File: src/rtl/regfile_pkg.sv
// ============================================================================
// Module      : regfile_pkg
// Description : Shared constants and difftest (un)flatten helpers for regfile_sb.
// Revision    : 1.0
// ============================================================================
`default_nettype none

package regfile_pkg;

    localparam int DEFAULT_DATA_W = 32;
    localparam int DEFAULT_NREG   = 32;
    localparam int ZERO_IDX       = 0;

    typedef logic [DEFAULT_NREG*DEFAULT_DATA_W-1:0] rf_flat_t;
    typedef logic [DEFAULT_DATA_W-1:0]              rf_word_t;

    // Extract register r from a flattened difftest image.
    function automatic rf_word_t rf_unflatten(input rf_flat_t flat, input int unsigned r);
        return flat[r*DEFAULT_DATA_W +: DEFAULT_DATA_W];
    endfunction

    // Return a flattened image with register r replaced by val.
    function automatic rf_flat_t rf_flatten(input rf_flat_t flat, input int unsigned r,
                                            input rf_word_t val);
        rf_flat_t v_out;
        v_out = flat;
        v_out[r*DEFAULT_DATA_W +: DEFAULT_DATA_W] = val;
        return v_out;
    endfunction

endpackage

`default_nettype wire

File: src/rtl/regfile_sb_if.sv
// ============================================================================
// Module      : regfile_sb_if
// Description : Read, write-back and issue-claim bundle of the register file.
// Revision    : 1.0
// ============================================================================
`default_nettype none

interface regfile_sb_if
    import regfile_pkg::*;
#(
    parameter int DATA_W = DEFAULT_DATA_W,
    parameter int NREG   = DEFAULT_NREG,
    parameter int ADDR_W = $clog2(NREG),
    parameter int NRD    = 4,
    parameter int NWR    = 2
);
    logic [NRD*ADDR_W-1:0] rd_idx;
    logic [NRD*DATA_W-1:0] rd_data;
    logic [NRD-1:0]        rd_busy;
    logic [NWR-1:0]        wb_en;
    logic [NWR*ADDR_W-1:0] wb_idx;
    logic [NWR*DATA_W-1:0] wb_data;
    logic                  iss_valid;
    logic [ADDR_W-1:0]     iss_idx;
    logic                  iss_ready;

    modport master (
        output rd_idx, wb_en, wb_idx, wb_data, iss_valid, iss_idx,
        input  rd_data, rd_busy, iss_ready
    );

    modport slave (
        input  rd_idx, wb_en, wb_idx, wb_data, iss_valid, iss_idx,
        output rd_data, rd_busy, iss_ready
    );
endinterface

`default_nettype wire

File: src/rtl/regfile_fwd_mux.sv
// ============================================================================
// Module      : regfile_fwd_mux
// Description : One read port: zero-index check, write-back forwarding, busy.
// Revision    : 1.0
// ============================================================================
`default_nettype none

module regfile_fwd_mux
    import regfile_pkg::*;
#(
    parameter int DATA_W = DEFAULT_DATA_W,
    parameter int NREG   = DEFAULT_NREG,
    parameter int ADDR_W = $clog2(NREG),
    parameter int NWR    = 2
) (
    input  wire logic [ADDR_W-1:0]      i_idx,
    input  wire logic [NWR-1:0]         i_wb_en,
    input  wire logic [NWR*ADDR_W-1:0]  i_wb_idx,
    input  wire logic [NWR*DATA_W-1:0]  i_wb_data,
    input  wire logic [NREG*DATA_W-1:0] i_rf,
    input  wire logic [NREG-1:0]        i_busy,
    output logic      [DATA_W-1:0]      o_data,
    output logic                        o_busy
);
    logic              w_hit;
    logic [DATA_W-1:0] w_fwd;

    // Ascending scan lets the highest-numbered matching port win.
    always_comb begin
        w_hit = 1'b0;
        w_fwd = i_rf[int'(i_idx)*DATA_W +: DATA_W];
        for (int p = 0; p < NWR; p++) begin
            if (i_wb_en[p] && (i_wb_idx[p*ADDR_W +: ADDR_W] == i_idx)) begin
                w_hit = 1'b1;
                w_fwd = i_wb_data[p*DATA_W +: DATA_W];
            end
        end
        if (i_idx == ADDR_W'(ZERO_IDX)) begin
            o_data = '0;
            o_busy = 1'b0;
        end else begin
            o_data = w_fwd;
            o_busy = i_busy[i_idx] & ~w_hit;
        end
    end
endmodule

`default_nettype wire

File: src/rtl/regfile_sb.sv
// ============================================================================
// Module      : regfile_sb
// Description : Multi-port register file with write-back forwarding and busy scoreboard.
// Revision    : 1.0
// ============================================================================
`default_nettype none

module regfile_sb
    import regfile_pkg::*;
#(
    parameter int DATA_W = DEFAULT_DATA_W,
    parameter int NREG   = DEFAULT_NREG,
    parameter int ADDR_W = $clog2(NREG),
    parameter int NRD    = 4,
    parameter int NWR    = 2
) (
    input  wire logic                    clk,
    input  wire logic                    reset,
    regfile_sb_if.slave                  bus,
    output logic      [NREG*DATA_W-1:0]  rf_o,
    output logic      [NREG-1:0]         busy_o
);
    logic [NREG-1:0][DATA_W-1:0] r_rf;
    logic [NREG-1:0]             r_busy;
    logic                        w_iss_wb_hit;
    logic                        w_iss_ready;

    always_comb begin
        w_iss_wb_hit = 1'b0;
        for (int p = 0; p < NWR; p++) begin
            if (bus.wb_en[p] && (bus.wb_idx[p*ADDR_W +: ADDR_W] == bus.iss_idx)) begin
                w_iss_wb_hit = 1'b1;
            end
        end
        w_iss_ready = (bus.iss_idx == ADDR_W'(ZERO_IDX)) | ~r_busy[bus.iss_idx] | w_iss_wb_hit;
    end

    assign bus.iss_ready = w_iss_ready;
    assign rf_o          = r_rf;
    assign busy_o        = r_busy;

    // Claim is applied after write-back so a same-cycle set overrides the clear.
    always_ff @(posedge clk or negedge reset) begin
        if (!reset) begin
            r_rf   <= '0;
            r_busy <= '0;
        end else begin
            for (int p = 0; p < NWR; p++) begin
                if (bus.wb_en[p] && (bus.wb_idx[p*ADDR_W +: ADDR_W] != ADDR_W'(ZERO_IDX))) begin
                    r_rf[bus.wb_idx[p*ADDR_W +: ADDR_W]]   <= bus.wb_data[p*DATA_W +: DATA_W];
                    r_busy[bus.wb_idx[p*ADDR_W +: ADDR_W]] <= 1'b0;
                end
            end
            if (bus.iss_valid && w_iss_ready && (bus.iss_idx != ADDR_W'(ZERO_IDX))) begin
                r_busy[bus.iss_idx] <= 1'b1;
            end
        end
    end

    generate
        for (genvar k = 0; k < NRD; k++) begin : g_rd
            regfile_fwd_mux #(
                .DATA_W (DATA_W),
                .NREG   (NREG),
                .ADDR_W (ADDR_W),
                .NWR    (NWR)
            ) u_mux (
                .i_idx     (bus.rd_idx[k*ADDR_W +: ADDR_W]),
                .i_wb_en   (bus.wb_en),
                .i_wb_idx  (bus.wb_idx),
                .i_wb_data (bus.wb_data),
                .i_rf      (r_rf),
                .i_busy    (r_busy),
                .o_data    (bus.rd_data[k*DATA_W +: DATA_W]),
                .o_busy    (bus.rd_busy[k])
            );
        end
    endgenerate
endmodule

`default_nettype wire

File: src/flat_wrapper.sv
// flat-port wrapper written by rule: the top's interface ports become plain ports
module regfile_sb_flat import regfile_pkg::*;
#(
    parameter int DATA_W = DEFAULT_DATA_W,
    parameter int NREG   = DEFAULT_NREG,
    parameter int ADDR_W = $clog2(NREG),
    parameter int NRD    = 4,
    parameter int NWR    = 2
)
  (clk, reset, rf_o, busy_o, bus_rd_idx, bus_wb_en, bus_wb_idx, bus_wb_data, bus_iss_valid, bus_iss_idx, bus_rd_data, bus_rd_busy, bus_iss_ready);
  regfile_sb_if #(.DATA_W(DATA_W), .NREG(NREG), .ADDR_W(ADDR_W), .NRD(NRD), .NWR(NWR)) bus_i ();
  input  wire logic clk;
  input  wire logic reset;
  output logic      [NREG*DATA_W-1:0] rf_o;
  output logic      [NREG-1:0] busy_o;
  input wire logic [$bits(bus_i.rd_idx)-1:0] bus_rd_idx;
  input wire logic [$bits(bus_i.wb_en)-1:0] bus_wb_en;
  input wire logic [$bits(bus_i.wb_idx)-1:0] bus_wb_idx;
  input wire logic [$bits(bus_i.wb_data)-1:0] bus_wb_data;
  input wire logic [$bits(bus_i.iss_valid)-1:0] bus_iss_valid;
  input wire logic [$bits(bus_i.iss_idx)-1:0] bus_iss_idx;
  output wire logic [$bits(bus_i.rd_data)-1:0] bus_rd_data;
  output wire logic [$bits(bus_i.rd_busy)-1:0] bus_rd_busy;
  output wire logic [$bits(bus_i.iss_ready)-1:0] bus_iss_ready;
  assign bus_i.rd_idx = bus_rd_idx;
  assign bus_i.wb_en = bus_wb_en;
  assign bus_i.wb_idx = bus_wb_idx;
  assign bus_i.wb_data = bus_wb_data;
  assign bus_i.iss_valid = bus_iss_valid;
  assign bus_i.iss_idx = bus_iss_idx;
  assign bus_rd_data = bus_i.rd_data;
  assign bus_rd_busy = bus_i.rd_busy;
  assign bus_iss_ready = bus_i.iss_ready;
  regfile_sb #(.DATA_W(DATA_W), .NREG(NREG), .ADDR_W(ADDR_W), .NRD(NRD), .NWR(NWR)) u_core (.clk(clk), .reset(reset), .bus(bus_i), .rf_o(rf_o), .busy_o(busy_o));
endmodule
File: config.mk
export PLATFORM = sky130hd
export DESIGN_NAME = regfile_sb_flat
export DESIGN_NICKNAME = d
export VERILOG_FILES = /design/src/rtl/regfile_pkg.sv /design/src/rtl/regfile_sb_if.sv /design/src/rtl/regfile_fwd_mux.sv /design/src/rtl/regfile_sb.sv /design/src/flat_wrapper.sv
export SDC_FILE = /design/constraint.sdc
export NUM_CORES = 2
export LEC_CHECK = 0
export ABC_AREA = 0
export CAP_MARGIN = 20
export CORE_UTILIZATION = 25
export CTS_CLUSTER_DIAMETER = 80
export DETAILED_ROUTE_END_ITERATION = 8
export DONT_BUFFER_PORTS = 1
export GPL_TIMING_DRIVEN = 1
export PLACE_DENSITY_LB_ADDON = 0.1
export RECOVER_POWER = 25
export SYNTH_ARGS = -nofsm -noshare
export SYNTH_HDL_FRONTEND = slang
export SYNTH_SLANG_ARGS = --single-unit
File: constraint.sdc
create_clock -name clk -period 3.4 [get_ports clk]
set_input_delay 0.68 -clock clk [delete_from_list [all_inputs] [get_ports clk]]
set_output_delay 0.68 -clock clk [all_outputs]
set_load 0.01 [all_outputs]
==> impl_metrics.toml <==
[outcome]
status = "finished with violations"
failed_checks = "capacitance limit, slew limit, setup timing"

[drt]
dr.first_iter.drc_count = 11500
wl_per_cell_um = 51.5
vias = 81000
dr.pass1.iters = 6
drt_wl_total_um = 630000
drc = 0
ant_nets = 0
viasPerCell = 6.62

[pwr]
p_total_mw = 63.0
power_leakage_nw = 40.4
p_per_area_nw_per_um2 = 619
ir_worst_vdd_v = 0.000390

[global_routing]
grt.total_usage = 0.355
antenna_found_initial = 37
grt_max_degree = 325
grt_pass1_vias = 75800
grt_first_pass_wirelength_um = 804000
grt-ovfl-total = 0

[worst_setup_path]
cp_max_fo = 206
arrival_ps = 3590
path_class = "in -> out"
cp_data_required_time_ps = 2720
endpoint_kind = "output port"
startpoint_type = "primary input"

[synth]
synth-edff-count = 0
synth_cells = 7918
seq_area_frac_synth = 0.316
synth-main-ff-cell = "dfrtp_1"
yosysUniqueCellTypes = 64
yosysTopAreaCell = "dfrtp_1"
syn_area_um2 = 83600
yosys_warnings = 0
async_flop_share = 1.00
synth.area.top_cells = "dfrtp_1, mux4_2, mux2i_1"
synth_top_area_frac = 0.316
ys_ff_latch = 1056
syn_nets = 8022
syn_avg_cell_area_um2 = 10.6

[place]
gp_congestion = 0.852
dp_slack_ps = -797
dp_hpwl_um = 389000
dp.cells = 11800
placed_area_um2 = 91000
port_buffers = 0

[cts]
clockBufferDepth = 4
htreeDepth = 4
cts.sinks = 1056
clock_latency_ps = 890
cts_buffers = 159
clockRootBuffer = "clkbuf_16"
clkSlewWorstSetupHoldPaths_ps = 60
cts_tree = "built"

[floorplanning]
core_area_um2 = 333000
core.rowCount = 212
die_y_um = 580
start_util = 0.251
fp.dieW_um = 580
die_area_um2 = 337000
io_pins = 1293

[sta]
totalNegativeSetupSlack_ps = -49200
period_minus_slack_ps = 4270
max_freq_mhz = 234
tightest_slew_ps = 2890
setup_violations = 161
slew-limit-headroom = -0.930
skew_ps = 49.6
min_period_over_period = 1.26
hold_viol = 0
drv_slew = 796
whs_ps = 59.0
rsz0062_at_grt = "true"
fin_ws_ps = -870

[worst_hold_path]
hp-class = "in -> reg"

[cells_and_area]
multi_input_area_um2 = 55400
area_growth_pct = 21.7
layout.nets = 7821
final_area_um2 = 102000
final_cells = 12200
drive_gt1_frac = 0.362
fin_util = 0.306
n_fill_cell = 34000
final_common_cell = "mux2i_1"
final_cell_mix = "mux2i_1, mux4_2, nand2_1"
area.sequential_um2 = 27000

[run]
drv_cap = 29
## final cells by class
type / count / area share
antenna: 25 / 0.000615
clock buffer: 217 / 0.0435
clock inverter: 50 / 0.00615
inverter: 16 / 0.000590
multi-input combinational: 5729 / 0.544
sequential: 1056 / 0.266
tap: 4387 / 0.0539
timing repair buffer: 755 / 0.0856
## repair_timing
item	CTS	global route
gates resized for setup	838	228
pin swaps	226	121
setup endpoints to repair	126	305
endpoints found under the hold margin	1128	27
buffers inserted	14	35
hold buffers	125	5
gates cloned	0	14
## critical path: stages
cell and delay, ps:
nor2_4 690, buf_4 240, clkbuf_16 250, a22oi_2 130, o211ai_1 150, nand4_1 150, a21boi_2 300, buf_4 180
## Yosys cell counts, drive strengths merged, types with 31 or more instances
cell and number:
mux2i 1061, dfrtp 1056, mux4 938, nand2 743
clkbuf 705, o21ai 612, nor2 541, a21oi 511
buf 412, a22oi 277, a32oi 182, o22ai 180
nand3 109, a211oi 67, o221ai 60, and3 43
mux2 43, a22o 36, a31oi 35, xor2 34
a221o 32, o32ai 31
## cells by family (layout without fill, tap and decap cells)
logic type	count (synthesis)	in the layout	synth area share
mux	2042	2042	0.385
simple gates	1532	1532	0.0759
xor+xnor	50	50	0.00524
buf+inv	1133	1038	0.0581
other cells	0	25	0
compound gates	2105	2105	0.159
flops	1056	1056	0.316
## sequential cells by signal, summed over array words and instances, names as in the netlist
name and cells:
u_core.busy_o 32, u_core.rf_o 1024
## path summary, 6_finish.rpt
kind	start	to	slack, ps	cells after the start
min in group asynchronous	reset	u_core.busy_o[0]$_DFF_PN0_	110	1
worst max-delay path	bus_rd_idx[0]	bus_rd_data[30]	-870	8
worst min register to register	u_core.rf_o[6]$_DFF_PN0_	u_core.rf_o[6]$_DFF_PN0_	540	0
max in group asynchronous	reset	u_core.rf_o[785]$_DFF_PN0_	-70	6
worst max register to register	u_core.busy_o[27]$_DFF_PN0_	u_core.busy_o[31]$_DFF_PN0_	1040	6
worst min-delay path	bus_wb_data[15]	u_core.rf_o[367]$_DFF_PN0_	60	2
## layer usage
metal,track usage,up-vias,part of all wire
met4,0.201,4,0.068
li1,-,30300,-
met3,0.139,1471,0.13
met1,0.437,42900,0.38
met2,0.529,6340,0.43
met5,0.000425,-,0.00011
## power by group
group / internal [mW] / switching [mW] / total (mW) / leakage, nW
registers: 16.0 / 10.2 / 26.1 / 12.5
clock network: 9.80 / 7.31 / 17.1 / 2.46
logic: 10.3 / 9.37 / 19.7 / 25.4
total: 36.1 / 26.8 / 63.0 / 40.4
No activity file was read; power rests on OpenSTA's default activity.
